### src/rtl/branch_pkg.sv
// Shared types and constants for the execute-stage branch resolution logic.
package branch_pkg;

  typedef enum logic [2:0] {
    BR_BEQ  = 3'd0,
    BR_BNE  = 3'd1,
    BR_BLEZ = 3'd2,
    BR_BGTZ = 3'd3,
    BR_BLTZ = 3'd4,
    BR_BGEZ = 3'd5
  } btype_t;

  typedef struct packed {
    logic        branch;
    logic        pred;
    btype_t      btype;
    logic [31:0] srca;
    logic [31:0] srcb;
    logic [15:0] imm;
  } br_slot_t;

  // Fall-through skips the branch and its delay slot.
  localparam logic [31:0] DELAY_SLOT_BYTES = 32'd8;

endpackage

### src/rtl/branch_cond_eval.sv
// Combinational branch condition, target and fall-through for one issue slot.
module branch_cond_eval
  import branch_pkg::*;
(
  input  btype_t      btype,
  input  logic [31:0] srca,
  input  logic [31:0] srcb,
  input  logic [15:0] imm,
  input  logic [31:0] pc,
  output logic        take,
  output logic [31:0] target,
  output logic [31:0] fallthrough
);

  logic a_zero;
  logic a_neg;

  assign a_zero = (srca == 32'd0);
  assign a_neg  = srca[31];

  always_comb begin
    take = 1'b0;
    case (btype)
      BR_BEQ:  take = (srca == srcb);
      BR_BNE:  take = (srca != srcb);
      BR_BLEZ: take = a_neg | a_zero;
      BR_BGTZ: take = ~a_neg & ~a_zero;
      BR_BLTZ: take = a_neg;
      BR_BGEZ: take = ~a_neg;
      default: take = 1'b0;
    endcase
  end

  assign target      = pc + 32'd4 + {{14{imm[15]}}, imm, 2'b00};
  assign fallthrough = pc + DELAY_SLOT_BYTES;

endmodule

### src/rtl/branch_resolve_unit.sv
// Resolves up to two E-stage branches, raises a held redirect on mispredict (one-cycle
// detect-to-valid, held until redir_ready) and returns registered predictor training pulses.
module branch_resolve_unit
  import branch_pkg::*;
#(
  parameter int unsigned CNT_W         = 32,
  parameter bit          RESOLVE_SLOT2 = 1'b1
) (
  input  logic             clk,
  input  logic             rst,
  input  logic             stallE,
  input  logic             flushE,
  input  logic             branch1E,
  input  logic             branch2E,
  input  logic             pred_take1E,
  input  logic             pred_take2E,
  input  logic [2:0]       btype1E,
  input  logic [2:0]       btype2E,
  input  logic [31:0]      srca1E,
  input  logic [31:0]      srcb1E,
  input  logic [31:0]      srca2E,
  input  logic [31:0]      srcb2E,
  input  logic [15:0]      imm1E,
  input  logic [15:0]      imm2E,
  input  logic [31:0]      PcE,
  output logic             redir_valid,
  output logic [31:0]      redir_pc,
  input  logic             redir_ready,
  output logic             flush_req,
  output logic             upd1_valid,
  output logic             upd2_valid,
  output logic [31:0]      upd1_pc,
  output logic [31:0]      upd2_pc,
  output logic             upd1_take,
  output logic             upd2_take,
  output logic [CNT_W-1:0] branch_cnt,
  output logic [CNT_W-1:0] mispred_cnt
);

  br_slot_t    s1, s2;
  logic [31:0] pc2;
  logic        take1, take2;
  logic [31:0] tgt1, tgt2, ft1, ft2;

  assign s1  = '{branch: branch1E, pred: pred_take1E, btype: btype_t'(btype1E),
                 srca: srca1E, srcb: srcb1E, imm: imm1E};
  assign s2  = '{branch: branch2E, pred: pred_take2E, btype: btype_t'(btype2E),
                 srca: srca2E, srcb: srcb2E, imm: imm2E};
  assign pc2 = PcE + 32'd4;

  branch_cond_eval u_eval1 (
    .btype(s1.btype), .srca(s1.srca), .srcb(s1.srcb), .imm(s1.imm), .pc(PcE),
    .take(take1), .target(tgt1), .fallthrough(ft1)
  );

  branch_cond_eval u_eval2 (
    .btype(s2.btype), .srca(s2.srca), .srcb(s2.srcb), .imm(s2.imm), .pc(pc2),
    .take(take2), .target(tgt2), .fallthrough(ft2)
  );

  logic             redir_valid_q, redir_valid_d;
  logic [31:0]      redir_pc_q, redir_pc_d;
  logic             upd1_valid_q, upd2_valid_q;
  logic [31:0]      upd1_pc_q, upd2_pc_q, upd1_pc_d, upd2_pc_d;
  logic             upd1_take_q, upd2_take_q, upd1_take_d, upd2_take_d;
  logic [CNT_W-1:0] branch_cnt_q, branch_cnt_d, mispred_cnt_q, mispred_cnt_d;

  logic       pending, v_e, act1, act2, mis1, mis2, det, upd2_d;
  logic [1:0] n_act;
  logic [CNT_W:0] bsum, msum;

  // While a redirect is outstanding the E bundle is on the wrong path.
  assign pending = redir_valid_q & ~redir_ready;
  assign v_e     = ~stallE & ~flushE & ~pending;
  assign act1    = s1.branch & v_e;
  assign act2    = s2.branch & v_e & RESOLVE_SLOT2;
  assign mis1    = act1 & (s1.pred != take1);
  assign mis2    = act2 & ~mis1 & (s2.pred != take2);
  assign det     = mis1 | mis2;
  assign upd2_d  = act2 & ~mis1;
  assign n_act   = {1'b0, act1} + {1'b0, act2};

  assign bsum = {1'b0, branch_cnt_q} + {{(CNT_W-1){1'b0}}, n_act};
  assign msum = {1'b0, mispred_cnt_q} + {{CNT_W{1'b0}}, det};

  always_comb begin
    redir_valid_d = redir_valid_q;
    redir_pc_d    = redir_pc_q;
    if (det) begin
      redir_valid_d = 1'b1;
      if (mis1) redir_pc_d = take1 ? tgt1 : ft1;
      else      redir_pc_d = take2 ? tgt2 : ft2;
    end else if (redir_valid_q & redir_ready) begin
      redir_valid_d = 1'b0;
      redir_pc_d    = 32'd0;
    end

    upd1_pc_d   = act1 ? PcE : upd1_pc_q;
    upd1_take_d = act1 ? take1 : upd1_take_q;
    upd2_pc_d   = upd2_d ? pc2 : upd2_pc_q;
    upd2_take_d = upd2_d ? take2 : upd2_take_q;

    branch_cnt_d  = bsum[CNT_W] ? {CNT_W{1'b1}} : bsum[CNT_W-1:0];
    mispred_cnt_d = msum[CNT_W] ? {CNT_W{1'b1}} : msum[CNT_W-1:0];
  end

  always_ff @(posedge clk or negedge rst) begin
    if (!rst) begin
      redir_valid_q <= 1'b0;
      redir_pc_q    <= 32'd0;
      upd1_valid_q  <= 1'b0;
      upd2_valid_q  <= 1'b0;
      upd1_pc_q     <= 32'd0;
      upd2_pc_q     <= 32'd0;
      upd1_take_q   <= 1'b0;
      upd2_take_q   <= 1'b0;
      branch_cnt_q  <= '0;
      mispred_cnt_q <= '0;
    end else begin
      redir_valid_q <= redir_valid_d;
      redir_pc_q    <= redir_pc_d;
      upd1_valid_q  <= act1;
      upd2_valid_q  <= upd2_d;
      upd1_pc_q     <= upd1_pc_d;
      upd2_pc_q     <= upd2_pc_d;
      upd1_take_q   <= upd1_take_d;
      upd2_take_q   <= upd2_take_d;
      branch_cnt_q  <= branch_cnt_d;
      mispred_cnt_q <= mispred_cnt_d;
    end
  end

  assign flush_req   = det;
  assign redir_valid = redir_valid_q;
  assign redir_pc    = redir_pc_q;
  assign upd1_valid  = upd1_valid_q;
  assign upd2_valid  = upd2_valid_q;
  assign upd1_pc     = upd1_pc_q;
  assign upd2_pc     = upd2_pc_q;
  assign upd1_take   = upd1_take_q;
  assign upd2_take   = upd2_take_q;
  assign branch_cnt  = branch_cnt_q;
  assign mispred_cnt = mispred_cnt_q;

endmodule

### config.mk
export PLATFORM = sky130hd
export DESIGN_NAME = branch_resolve_unit
export DESIGN_NICKNAME = d
export VERILOG_FILES = /design/src/rtl/branch_pkg.sv /design/src/rtl/branch_cond_eval.sv /design/src/rtl/branch_resolve_unit.sv
export SDC_FILE = /design/constraint.sdc
export NUM_CORES = 1
export LEC_CHECK = 0
export CAP_MARGIN = 20
export CORE_MARGIN = 2
export CORE_UTILIZATION = 29
export CTS_CLUSTER_DIAMETER = 50
export DETAILED_ROUTE_END_ITERATION = 16
export SKIP_LAST_GASP = 1
export SYNTH_ARGS = -nofsm -noshare
export SYNTH_HDL_FRONTEND = slang
export SYNTH_SLANG_ARGS = --single-unit
### constraint.sdc
create_clock -name clk -period 4.1 [get_ports clk]
set_clock_uncertainty 0.1 [all_clocks]
set_input_delay 0.615 -clock clk [delete_from_list [all_inputs] [get_ports clk]]
set_output_delay 0.615 -clock clk [all_outputs]
set_load 0.02 [all_outputs]
Yosys cells after proc, flatten, opt, wreduce, memory -nomap -nowiden --
Index checks and enable logic that the tools add are counted.
Word-level totals: register bits 165, latch bits 0, memory bits (writable) 0, memory bits (read-only) 0, bits of input ports 207, output and inout port bits 166, word-level logic and storage cells 74, memories 0
Operators by class: add/sub/neg operators 9, $mul 0, div/mod/pow operators 0, order comparisons 0, eq/ne operators 16, shift-type cells 0, muxes and demuxes 11, bitwise operators 23, reduce and logical (&&, ||, !) cells 5
Operators with widths (number):
- two-way mux 32 bit | 7
- adder 32 x 3 -> 32 bit (second input constant) | 2
- adder 32 bit | 2
- adder 32 x 4 -> 32 bit (second input constant) | 2
- equality test 32 bit | 2
- logical NOT 32 bit | 2
- inequality test 32 bit | 2
- adder 32 x 1 -> 33 bit | 1
- adder 32 x 2 -> 33 bit | 1
- equality test 3 x 2 -> 1 bit (second input constant) | 4
- equality test 3 bit (second input constant) | 4
- case mux 1 bit (6 select lines) | 2
- bitwise AND 1 bit | 11
- inverter 1 bit | 9
- equality test 3 x 1 -> 1 bit (second input constant) | 2
- logical NOT 3 bit | 2
- bitwise OR 1 bit | 3
- adder 1 x 1 -> 2 bit | 1
- two-way mux 1 bit | 2
- inequality test 1 bit | 2
- nonzero test 2 bit | 1

Logic depth before layout (Yosys ltp) --
Gate-level depths: netlist of the first run.
depth after elaboration 12, depth in mapped cells 20, depth with buffers taken out 18

By module --
From an unflattened synthesis of the first run, not the netlist that was laid out.
Unflattened totals: cells, all modules 1597, area, all modules 14500.2 um^2
By module, submodules not included:
- branch_resolve_unit | instances 1, cells each 829, area each 8584.5 um^2, sequential area each 4129.0 um^2
- branch_cond_eval | instances 2, cells each 384, area each 2957.8 um^2, sequential area each 0.0 um^2

Worst setup path before layout of the first run --
OpenSTA, ideal clock, no wires.
kind input port to flip-flop, start point input PcE[2], end point register redir_pc_q[31] (netlist: redir_pc[31]), library setup time 126 ps, arrival 4560 ps, data required time 3874 ps, slack -686 ps, stages on the path 17, path buffers 1, path through ha_1 -> nand4_1 -> or4_1 -> buf_2 -> nor2_2 -> nand3_1 -> xnor2_1 -> ha_1 -> o21ai_0 -> a21oi_1 -> a221oi_1 -> o2111ai_1 -> and3_1 -> or4b_2 -> o211ai_1 -> mux2i_1 -> a221o_1
Between the ends: longest elaborated chain between the ends 6, elaborated cells between the ends (all ways) 10, those cells by class 6 x add/sub; 4 x mux
RTL lines:
- from (decl) | line branch_resolve_unit.sv:25 | input logic [31:0] PcE,
- adder 32 x 3 -> 32 bit (*) | line branch_resolve_unit.sv:49 | assign pc2 = PcE + 32'd4;
- named net pc2[28] | line branch_resolve_unit.sv:41 | logic [31:0] pc2;
- adder 32 x 3 -> 32 bit | line branch_cond_eval.sv:34 | assign target = pc + 32'd4 + {{14{imm[15]}}, imm, 2'b00};
- adder 32 bit | line branch_cond_eval.sv:34
- two-way mux 32 bit | line branch_resolve_unit.sv:92 | else redir_pc_d = take2 ? tgt2 : ft2;
- two-way mux 32 bit (*) | line branch_resolve_unit.sv:91 | if (mis1) redir_pc_d = take1 ? tgt1 : ft1;
- two-way mux 32 bit (*) | line branch_resolve_unit.sv:89 | if (det) begin
- to (signal assigned) | line branch_resolve_unit.sv:121 | redir_pc_q <= redir_pc_d;
- to (decl) | line branch_resolve_unit.sv:62 | logic [31:0] redir_pc_q, redir_pc_d;
Mark *: on every way through the listed nets, which the timed path passes. The rest lies on a longest branch. A chain may end at the register's enable or synchronous reset.

Worst setup path after layout of the first run --
start point input PcE[3], end point register redir_pc_q[28] (netlist: redir_pc[28])
The elaborated chain is that of the path after synthesis.

==> impl_results.md, run 1 <==
* Dpl hpwl at approximately 46000 µm
* R2R depth at 14
* DP Area at around 20000 µm²
* Synth Register Bits at between 150 and 200
* Drt drc at 0
* Reg-to-reg startpoint: redir_valid
* Pwr/cell area at 312 nW/µm²
* Gr usage total at about a quarter
* Drt via density at around 5.0
* Most used cell, CP: ha_4
* Worst Slack Setup Final at -0.0500 ns
* Core area at 45100 µm²
* Crit path to: redir_pc[28]
* Multi-input logic area at 9790 µm²
* Final net count at ~2600
* Unique cell type count in the Yosys netlist at 80
* Syn_area_per_cell at 8.25 µm²
* Number of max-cap violations at 0
* Row cnt at 78
* CP Class: input port to flip-flop
* Pin count of the biggest net entering global routing at 77
* Maximum vdd drop at 0.000196 V
* Post-synthesis sequential area ratio at a little under a third
* Worst min path class: input port to asynchronous set/reset pin
* CTS Buffer Depth at 2
* Count of final hold-check violations at 0
* Total CTS buffers at 17
* Place WS at -1.11 ns
* FF+latch area at 4130 µm²
* Hold_ws at roughly 0.052 ns
* Fmax at roughly 0.24 GHz
* Synth Instances at approximately 1600
* Total I/O pin count at approximately 370
* Leading area contributor after synthesis: dfrtp_1
* CTS Hold Bufs at 0
* First-pass GRT wire length at between 80000 and 90000 µm
* Layout area overhead at 69.5%
* Stages on worst setup path at 18
* Sink Count at 165
* Worst-Margin Slew at ~0.71 ns
* Htree depth at 4
* Clk_lat worst skew at between 0.4 and 0.5 ns
* RSZ-0062 raised after global routing: yes
* DR iter-0 viols at just over 1000
* CP max stage cell: or4_4
* PortBufs at 372
* Total Wirelength at between 50000 and 60000 µm
* Crit path buf inv count at 3
* GPL Wtd Cong at around 0.94
* Slew Viols, Final at 0
* Fillers at ~4300
* Sum of negative setup slack at -0.0946 ns
* Final ANT Viol Nets at 0
* Final min period at slightly above 4 ns
* Worst reg2reg endpoint: branch_cnt[31]
* Largest stage delay, worst path at between 0.5 and 0.6 ns
* Top Family by Delay on Critical Path: compound AO/OA/AOI/OAI gates
* Ys async rst share at 100%
* Initial Util at between 20% and 30%
* Die Y at roughly 220 µm
* CP arrival at about 4.4 ns
* Critical path required time at between 4 and 5 ns
* Top post-synthesis cells by count: nand2_1, dfrtp_1, xnor2_1, nor2_1, xor2_1
* TritonCTS clock tree: done
* Synth warn at 0
* Critical path peak fanout at 5
* Setup slack, reg-to-reg at just over 0.6 ns
* Synth top area share at 31.4%
* Nature of the critical path endpoint: flip-flop
* Die area at 47100 µm²
* Grt total ovfl at 0
* Period Utilization, post-route at 101%
* Synth area leaders: dfrtp_1, ha_1, nand2_1
* Overall power at slightly below 7 mW
* Vias in the first global route at roughly 15000
* Finished Cell Area at 22300 µm²
* Top-count cell post-synth: nand2_1
* Max_slew headroom at 53.0%
* Dominant synthesized flop cell: dfrtp_1
* Die width at approximately 220 µm
* Leak at 10.1 nW
* Routed WL per cell at 19.5 µm
* Vias at ~15000
* CTS root buffer: clkbuf_16
* Outcome: finished with violations
* Post-Syn Nets at 1898
* TritonRoute pass-1 iters at 5
* Clock-pin slew on the worst setup and hold paths at around 0.08 ns
* Post-synth EDFFs at 0
* Initial antenna violation count at 4
* Cell Area, Synth at ~13000 µm²
* Share of cells above drive strength 1 at between 20% and 30%
* Violated checks: setup timing
* Worst setup startpoint: PcE[3]
* Crit path launch type: input port
* Worst-path cell chain: buf_8 -> ha_4 -> nand4_1 -> or4_4 -> buf_12 -> xor2_2 -> inv_1 -> ha_2 -> ha_4 -> a21oi_4 -> o22ai_4 -> o21bai_2 -> o41ai_4 -> o21ai_2 -> a21oi_2 -> xor2_1 -> a21oi_1 -> a211o_1
* Final setup vio count at 2
cell families after synthesis:
kind of cell / count (synthesis) / synth area share (%)
and+or+nand+nor: 674 / 24.6
muxes: 13 / 1.01
buffers and inverters: 107 / 3.18
xor gates and xnor gates: 222 / 14.8
DFF: 165 / 31.4
adders and majority gates: 95 / 9.20
AOI/OAI and AO/OA: 320 / 15.9
metal layers:
| layer | up-vias | part of all wire [%] | GRT usage, % |
|---|---|---|---|
| met2 | 458 | 50 | 41.3 |
| met3 | 94 | 5.7 | 4.77 |
| met5 | - | 0.068 | 0 |
| met1 | 7072 | 41 | 28.7 |
| li1 | 7095 | - | - |
| met4 | 6 | 3.1 | 8.15 |
where the power goes:
group          internal, mW  switching (mW)  leakage (nW)
sequential             1.90           0.232          2.11
combinational          1.56            1.58          7.70
clock                 0.907           0.774         0.272
total                  4.37            2.58          10.1
stage by stage:
stage                     instances  util (%)
after global routing           2933      49.5
after detailed placement       2867      45.5
after CTS                      2908      47.3
after floorplan                1596         -
final                          2933      49.5
after global placement         2867      45.5
state kept, by name, indices dropped and copies added (netlist names):
register	count
branch_cnt	32
mispred_cnt	32
redir_pc	32
redir_valid	1
upd1_pc	32
upd1_take	1
upd1_valid	1
upd2_pc	32
upd2_take	1
upd2_valid	1
layout by cell type, fill, tap and decap left out, types with 11 or more instances in the layout:
cell / count
nor3_1: 22
dfrtp_1: 165
nand2_1: 282
ha_4: 28
nor2_2: 11
ha_1: 62
o211ai_1: 20
clkdlybuf4s50_1: 344
a21o_1: 29
clkbuf_16: 17
nor4_1: 17
and3_1: 24
a21oi_1: 78
nand2b_1: 13
inv_1: 34
buf_6: 14
xor2_1: 92
xnor2_1: 109
nor4_2: 12
nand3_1: 51
o21ai_0: 53
buf_12: 13
dlymetal6s2s_1: 12
a21oi_2: 17
buf_4: 371
nand4_1: 38
nor2_1: 102
a221o_1: 18
cell type report:
| class | instances | share of cell area [%] |
|---|---|---|
| clock inverters | 13 | 0.673 |
| diodes | 1 | 0.0112 |
| repair buffers | 766 | 30.8 |
| multi-input cells | 1324 | 43.9 |
| clock buffers | 19 | 1.94 |
| flip-flops and latches | 165 | 18.5 |
| well taps | 600 | 3.37 |
| inverters | 45 | 0.768 |
worst register-to-register path, stage by stage, from the launching register on:
cell and delay (ns):
dfrtp_1 0.43, nor2b_1 0.17, nor3_1 0.18, and2_1 0.20
inv_1 0.16, fa_1 0.41, inv_1 0.11, and3_1 0.18
nand2_1 0.06, nor2_1 0.16, nand2_1 0.09, or2_2 0.30
nor3_1 0.36, nand4_1 0.17, mux2_2 0.30
worst min-delay path by stage:
stage / to / slack [ns] / cells past startpoint
2_1_floorplan: branch_cnt[0] / 0.22 / 0
3_3_place_gp: upd1_pc[19] / 0.36 / 2
3_5_place_dp: upd2_pc[4] / 0.37 / 2
4_1_cts: mispred_cnt[22] / 0.09 / 1
5_1_grt: mispred_cnt[21] / 0.12 / 1
6_report: mispred_cnt[23] / 0.05 / 1
what timing repair did:
| action | CTS | global route |
|---|---|---|
| endpoints found under the setup margin | 19 | 47 |
| resized for setup | 64 | 186 |
| setup buffers | 9 | 26 |
| pin swaps | 21 | 95 |
(Power assumes the default switching activity.)
==> run 2, diff against run 1 <==
- CORE_MARGIN: 2 -> 4
==> run 2 against run 1 <==
  * The flow still finishes with violations (setup timing)
  * Power up 0.62%
  * Wire length down 0.33%
  * Sequential power about the same
  * Register-to-register slack worse by 0.03 ns
  * Final cell count down 0.20%
  * Critical endpoint is now redir_pc[31]
  * Largest power group unchanged
==> impl_results.md, run 2 (synthesis gave the netlist of run 1 again) <==
* TritonRoute pass-1 iters at 5 (unchanged)
* Vias at 14806 (+0.55%)
* Worst-Margin Slew at 0.789 ns (+0.0835 ns)
* Sink Count at 165 (unchanged)
* CTS root buffer: clkbuf_16
* DP Area at 20500 µm² (-0.18%)
* Violated checks: setup timing
* Critical path peak fanout at 5 (unchanged)
* Core area at 44500 µm² (-1.3%)
* Clock group share of total power at 24.9% (+0.7 points)
* Commonest non-fill, non-tap cell in the layout: buf_4
* Share of cells above drive strength 1 at 26.4% (-0.60 points)
* Pwr/cell area at 314 nW/µm² (+0.64%)
* Drt via density at 5.06 (+0.76%)
* Maximum vdd drop at 0.000215 V (+9.3%)
* Max_slew headroom at 47.4% (-5.6 points)
* Power Internal at 4.40 mW (+0.63%)
* Dpl hpwl at 46200 µm (+0.67%)
* Routed WL per cell at 19.4 µm (-0.13%)
* Finished Cell Area at 22300 µm² (about the same)
* Period Utilization, post-route at 105% (+4.0 points)
* Total I/O pin count at 373 (unchanged)
* Final setup vio count at 2 (unchanged)
* Nature of the critical path endpoint: flip-flop
* Switching Share at 37.1% (about the same)
* Sw Pwr at 2.60 mW (+0.60%)
* TritonCTS clock tree: done
* Gr usage total at 22.1% (-1.5 points)
* Largest stage delay, worst path at 0.69 ns (+0.10 ns)
* CTS Buffer Depth at 2 (unchanged)
* Total Wirelength at 56900 µm (-0.33%)
* Sum of negative setup slack at -0.245 ns (-0.150 ns)
* Outcome: finished with violations
* Initial antenna violation count at 5 (+1)
* Crit path launch type: input port
* Clock-pin slew on the worst setup and hold paths at 0.08 ns (about the same)
* Final ANT Viol Nets at 0 (unchanged)
* Reg power frac at 30.5% (-0.2 points)
* Total CTS buffers at 17 (unchanged)
* Die area at 48900 µm² (+3.7%)
* Worst min path class: input port to asynchronous set/reset pin
* Worst Slack Setup Final at -0.216 ns (-0.166 ns)
* Drt drc at 0 (unchanged)
* CP max stage cell: or4_4
* CP arrival at 4.57 ns (+0.17 ns)
* Fmax at 0.232 GHz (-3.8%)
* Row cnt at 77 (-1.3%)
* Final net count at 2621 (unchanged)
* Count of final hold-check violations at 0 (unchanged)
* Most frequent cells in the layout: buf_4, clkdlybuf4s50_1, nand2_1
* Pin count of the biggest net entering global routing at 80 (+3.9%)
* Overall power at 6.99 mW (+0.62%)
* First-pass GRT wire length at 85700 µm (+0.23%)
* Final min period at 4.32 ns (+0.166 ns)
* CP Class: input port to flip-flop
* Worst-path cell chain: buf_8 -> ha_4 -> nand4_1 -> or4_4 -> nor2_4 -> xor2_2 -> ha_1 -> a21o_1 -> a21oi_2 -> o21ai_2 -> a221oi_2 -> buf_4 -> o2111ai_4 -> and3_4 -> or4b_4 -> o211ai_1 -> mux2i_1 -> a221o_1
* Gate power share at 44.6% (-0.5 points)
* Die width at 221 µm (+1.8%)
* RSZ-0062 raised after global routing: yes
* Layout area overhead at 69.4% (about the same)
* Core Util, Final at 50.1% (+0.63 points)
* Number of max-cap violations at 0 (unchanged)
* GPL Wtd Cong at 0.931 (-0.99%)
* Leak at 10.2 nW (+1.1%)
* DR iter-0 viols at 1094 (+7.9%)
* PortBufs at 372 (unchanged)
* Slew Viols, Final at 0 (unchanged)
* Critical path required time at 4.36 ns (about the same)
* Fillers at 4219 (-2.3%)
* Grt total ovfl at 0 (unchanged)
* Vias in the first global route at 14926 (+0.094%)
* Htree depth at 4 (unchanged)
* Clk_lat worst skew at 0.46 ns (about the same)
* Initial Util at 29.6% (+0.38 points)
* Die Y at 221 µm (+1.8%)
-- run 2: cell type report --
type,count,area (µm²),area share (%)
antenna,3,7.51,0.0337
clock buffer,19,453,2.03
clock inverter,13,160,0.718
inverter,45,171,0.769
multi-input combinational,1324,9780,43.9
sequential,165,4130,18.5
tap,592,741,3.32
timing repair buffer,766,6860,30.8
-- run 2: path summary, 6_finish.rpt --
path	start	end	slack [ns]	depth (start not counted)
max	PcE[3]	redir_pc[31]	-0.22	18
min	rst	mispred_cnt[20]	0.09	1
min reg2reg	upd1_pc[10]	upd1_pc[10]	0.38	2
max reg2reg	redir_valid	branch_cnt[31]	0.59	14
max in group asynchronous	rst	branch_cnt[16]	2.90	2
min in group clk	PcE[4]	upd1_pc[4]	0.34	3
-- run 2: critical path: cells and delay by family --
kind / cells / cell delay [ns]
multiplexers: 1 / 0.13
adder cells (fa/ha/maj): 2 / 0.39
buffers and inverters: 2 / 0.26
XOR/XNOR: 1 / 0.18
AO/OA/AOI/OAI: 7 / 1.21
AND/OR/NAND/NOR: 5 / 1.76
-- run 2: power by group through the flow --
stage,clock network [mW],logic (mW),registers [mW]
3_3_place_gp,0,2.92,2.15
6_report,1.74,3.12,2.13
3_5_place_dp,0,2.96,2.15
4_1_cts,1.78,3.00,2.13
2_1_floorplan,0,1.04,2.44
5_1_grt,1.85,3.35,2.17
-- run 2: routing by layer --
metal,global-route usage [%],vias up,wire length [µm]
li1,-,7088,-
met1,27.5,7138,23900
met2,39.0,473,28100
met3,4.03,103,2960
met4,6.66,4,1920
met5,0,-,27
-- run 2: timing repair --
action	CTS	global route
buffers inserted	13	13
endpoints found under the setup margin	49	48
gates cloned	3	0
pin swaps	29	74
hold buffers	0	0
resized for setup	95	146
-- run 2: stage by stage --
| stage | instances | worst slack (ns) | hold slack (ns) |
|---|---|---|---|
| floorplan | 1596 | -0.152 | 0.219 |
| global placement | 2865 | -1.15 | 0.360 |
| detailed placement | 2865 | -1.29 | 0.363 |
| CTS | 2913 | -0.133 | 0.128 |
| global route | 2924 | -0.373 | 0.161 |
| finish | 2927 | -0.216 | 0.0909 |
==> run 3, diff against run 2 <==
- clock period: 4.1 -> 3.6 ns (I/O delays scaled with it)
==> run 3 against run 2 <==
  * The flow still finishes with violations (setup timing)
  * Die area did not move
  * Sequential share of layout area fell by 0.89 points
  * Worst setup slack got worse by 0.28 ns
  * Clock-buffer cell count fell by 1
  * Core utilization rose by 2.5 points
  * Clock power rose by 16%
  * Wire length rose by 5.3%
  * Via count rose by 1.1%
  * Power rose by 17%
  * Worst hold slack improved by 0.16 ns
  * Final cell count rose by 1.8%
  * Sequential power rose by 14%
  * Critical path type unchanged
  * Critical endpoint unchanged
==> impl_results.md, run 3 (synthesis gave the netlist of run 1 again) <==
* Total CTS buffers at 17 (unchanged)
* First-pass GRT wire length at 87500 µm (+2.1%)
* Core area at 44500 µm² (unchanged)
* RSZ-0062 raised after global routing: yes
* Clk_lat worst skew at 0.45 ns (about the same)
* CTS Buffer Depth at 2 (unchanged)
* Place WS at -1.45 ns (-0.160 ns)
* Switching Share at 37.2% (+0.067 points)
* Worst hold stages at 3
* Commonest non-fill, non-tap cell in the layout: buf_4
* Gr usage total at 22.8% (+0.73 points)
* Largest stage delay, worst path at 0.53 ns (-0.16 ns)
* CP arrival at 4.33 ns (-0.24 ns)
* Outcome: finished with violations
* Sw Pwr at 3.05 mW (+17%)
* CTS root buffer: clkbuf_16
* Worst reg2reg endpoint: mispred_cnt[28]
* R2R depth at 18 (+4)
* Total Wirelength at 59900 µm (+5.3%)
* CP Class: input port to flip-flop
* Setup slack, reg-to-reg at 0.01 ns (-0.58 ns)
* Core Util, Final at 52.6% (+2.5 points)
* Initial Util at 29.6% (unchanged)
* Leak at 10.7 nW (+5.4%)
* Violated checks: setup timing
* Gate power share at 45.9% (+1.3 points)
* Drt drc at 0 (unchanged)
* Vias in the first global route at 15019 (+0.62%)
* Final net count at 2676 (+2.1%)
* Crit path launch type: input port
* Critical path peak fanout at 3 (-2)
* Grt total ovfl at 0 (unchanged)
* Nature of the critical path endpoint: flip-flop
* Overall power at 8.20 mW (+17%)
* Clock-pin slew on the worst setup and hold paths at 0.08 ns (about the same)
* Hold path start: PcE[12]
* Routed WL per cell at 20.1 µm (+3.4%)
* TritonRoute pass-1 iters at 5 (unchanged)
* DR iter-0 viols at 861 (-21%)
* Crit path buf inv count at 3 (+1)
* Fmax at 0.244 GHz
* Power Internal at 5.15 mW (+17%)
* Clock group share of total power at 24.6% (-0.3 points)
* Critical path required time at 3.84 ns (-0.52 ns)
* Vias at 14965 (+1.1%)
* CP max stage cell: clkdlybuf4s50_1
* Total I/O pin count at 373 (unchanged)
* Worst min path class: input port to flip-flop
* Reg power frac at 29.5% (-1.0 points)
* Die area at 48900 µm² (unchanged)
* Final setup vio count at 46 (+44)
* Max_slew headroom at 42.7% (-4.7 points)
* Worst-path cell chain: clkdlybuf4s50_1 -> and4_4 -> nand4_1 -> nor2_4 -> nand3_4 -> nor2_4 -> xor2_4 -> ha_4 -> nand2_2 -> buf_4 -> o41ai_1 -> buf_4 -> a21oi_1 -> or4b_4 -> o211ai_1 -> mux2i_1 -> a221o_1
* PortBufs at 372 (unchanged)
* Die width at 221 µm (unchanged)
* GPL Wtd Cong at 0.927 (-0.46%)
* TritonCTS clock tree: done
* Sink Count at 165 (unchanged)
* Period Utilization, post-route at 114%
* Pwr/cell area at 350 nW/µm² (+12%)
* Pin count of the biggest net entering global routing at 54 (-33%)
* Sum of negative setup slack at -7.14 ns (-6.90 ns)
* Count of final hold-check violations at 0 (unchanged)
* Layout area overhead at 78.0%
* Reg-to-reg startpoint: redir_valid
* Top Family by Delay on Critical Path: simple AND/OR/NAND/NOR gates
* Most frequent cells in the layout: buf_4, nand2_1, clkdlybuf4s50_1
* Number of max-cap violations at 0 (unchanged)
* Final ANT Viol Nets at 0 (unchanged)
* Dpl hpwl at 47200 µm (+2.1%)
* Initial antenna violation count at 6 (+1)
* Htree depth at 4 (unchanged)
* Worst-Margin Slew at 0.860 ns (+0.0709 ns)
* Maximum vdd drop at 0.000309 V (+44%)
* Drt via density at 5.02 (-0.72%)
* Die Y at 221 µm (unchanged)
* Row cnt at 77 (unchanged)
* Worst Slack Setup Final at -0.491 ns (-0.275 ns)
* Final min period at roughly 4.1 ns
* Fillers at 4165 (-1.3%)
* Worst min-delay path endpoint: upd1_pc[12]
* Slew Viols, Final at 0 (unchanged)
* Share of cells above drive strength 1 at 34.3% (+7.9 points)
-- run 3: cell types whose count changed in the layout (fill, tap and decap cells not counted), sizes merged, moves of 3 or more --
cell,before,now
dlymetal6s2s,16,22
dlygate4sd2,13,57
nand2,290,293
clkdlybuf4s50,331,227
buf,400,457
clkbuf,20,50
clkdlybuf4s15,5,22
-- run 3: worst max path at each step --
stage / startpoint / endpoint / slack [ns] / cells past startpoint
2_1_floorplan: PcE[9] / redir_pc[31] / -0.58 / 17
3_3_place_gp: PcE[3] / redir_pc[31] / -1.43 / 20
3_5_place_dp: PcE[3] / redir_pc[25] / -1.45 / 20
4_1_cts: PcE[3] / redir_pc[31] / -0.55 / 19
5_1_grt: PcE[21] / redir_pc[31] / -0.61 / 17
6_report: PcE[21] / redir_pc[31] / -0.49 / 17
-- run 3: through the flow --
step	hold WS, ns	area [µm²]	instances
floorplan	0.144	13700	1596
global placement	0.360	20700	2870
detailed placement	0.362	20700	2870
CTS	0.307	22200	2936
global route	0.253	23400	2980
finish	0.253	23400	2980
-- run 3: power by group through the flow --
stage	logic (mW)	registers (mW)	clock network (mW)
CTS	3.53	2.42	2.06
global placement	3.39	2.44	0
finish	3.77	2.42	2.02
global route	4.03	2.46	2.14
floorplan	1.20	2.78	0
detailed placement	3.42	2.44	0
-- run 3: area by class of cell --
| class | count | area [µm²] | share of cell area, % |
|---|---|---|---|
| multi-input cells | 1327 | 10600 | 45.4 |
| repair buffers | 818 | 7130 | 30.4 |
| flip-flops and latches | 165 | 4130 | 17.6 |
| well taps | 592 | 741 | 3.16 |
| clock buffers | 18 | 429 | 1.83 |
| clock inverters | 13 | 193 | 0.822 |
| inverters | 45 | 169 | 0.721 |
| diodes | 2 | 5.00 | 0.0214 |
-- run 3: worst reg2reg max path: stages (launching register included) --
cell     delay [ns]
dfrtp_1        0.38
nor2b_1        0.14
nor3_1         0.17
buf_4          0.15
nand2_2        0.17
buf_12         0.19
buf_4          0.13
nor2_2         0.16
a21oi_4        0.11
o21ai_4        0.11
buf_6          0.13
ha_4           0.13
nand2_4        0.05
or3_4          0.41
nor4_4         0.31
and3_4         0.28
buf_12         0.17
xnor2_2        0.12
nand2_1        0.06
-- run 3: what timing repair did --
action / CTS / global route
gates resized for setup: 303 / 307
pin swaps: 99 / 175
gates cloned: 0 / 3
buffers inserted: 34 / 46
hold buffers: 1 / 0
hold endpoints to repair: 44 / 0
setup endpoints to repair: 65 / 59
-- run 3: metal layers --
layer	global-route usage [%]	part of all wire, %	vias to the layer above
li1	-	-	7217
met1	27.0	40	7152
met2	40.4	51	472
met3	4.77	5.4	118
met4	9.00	4.0	6
met5	0	0.090	-
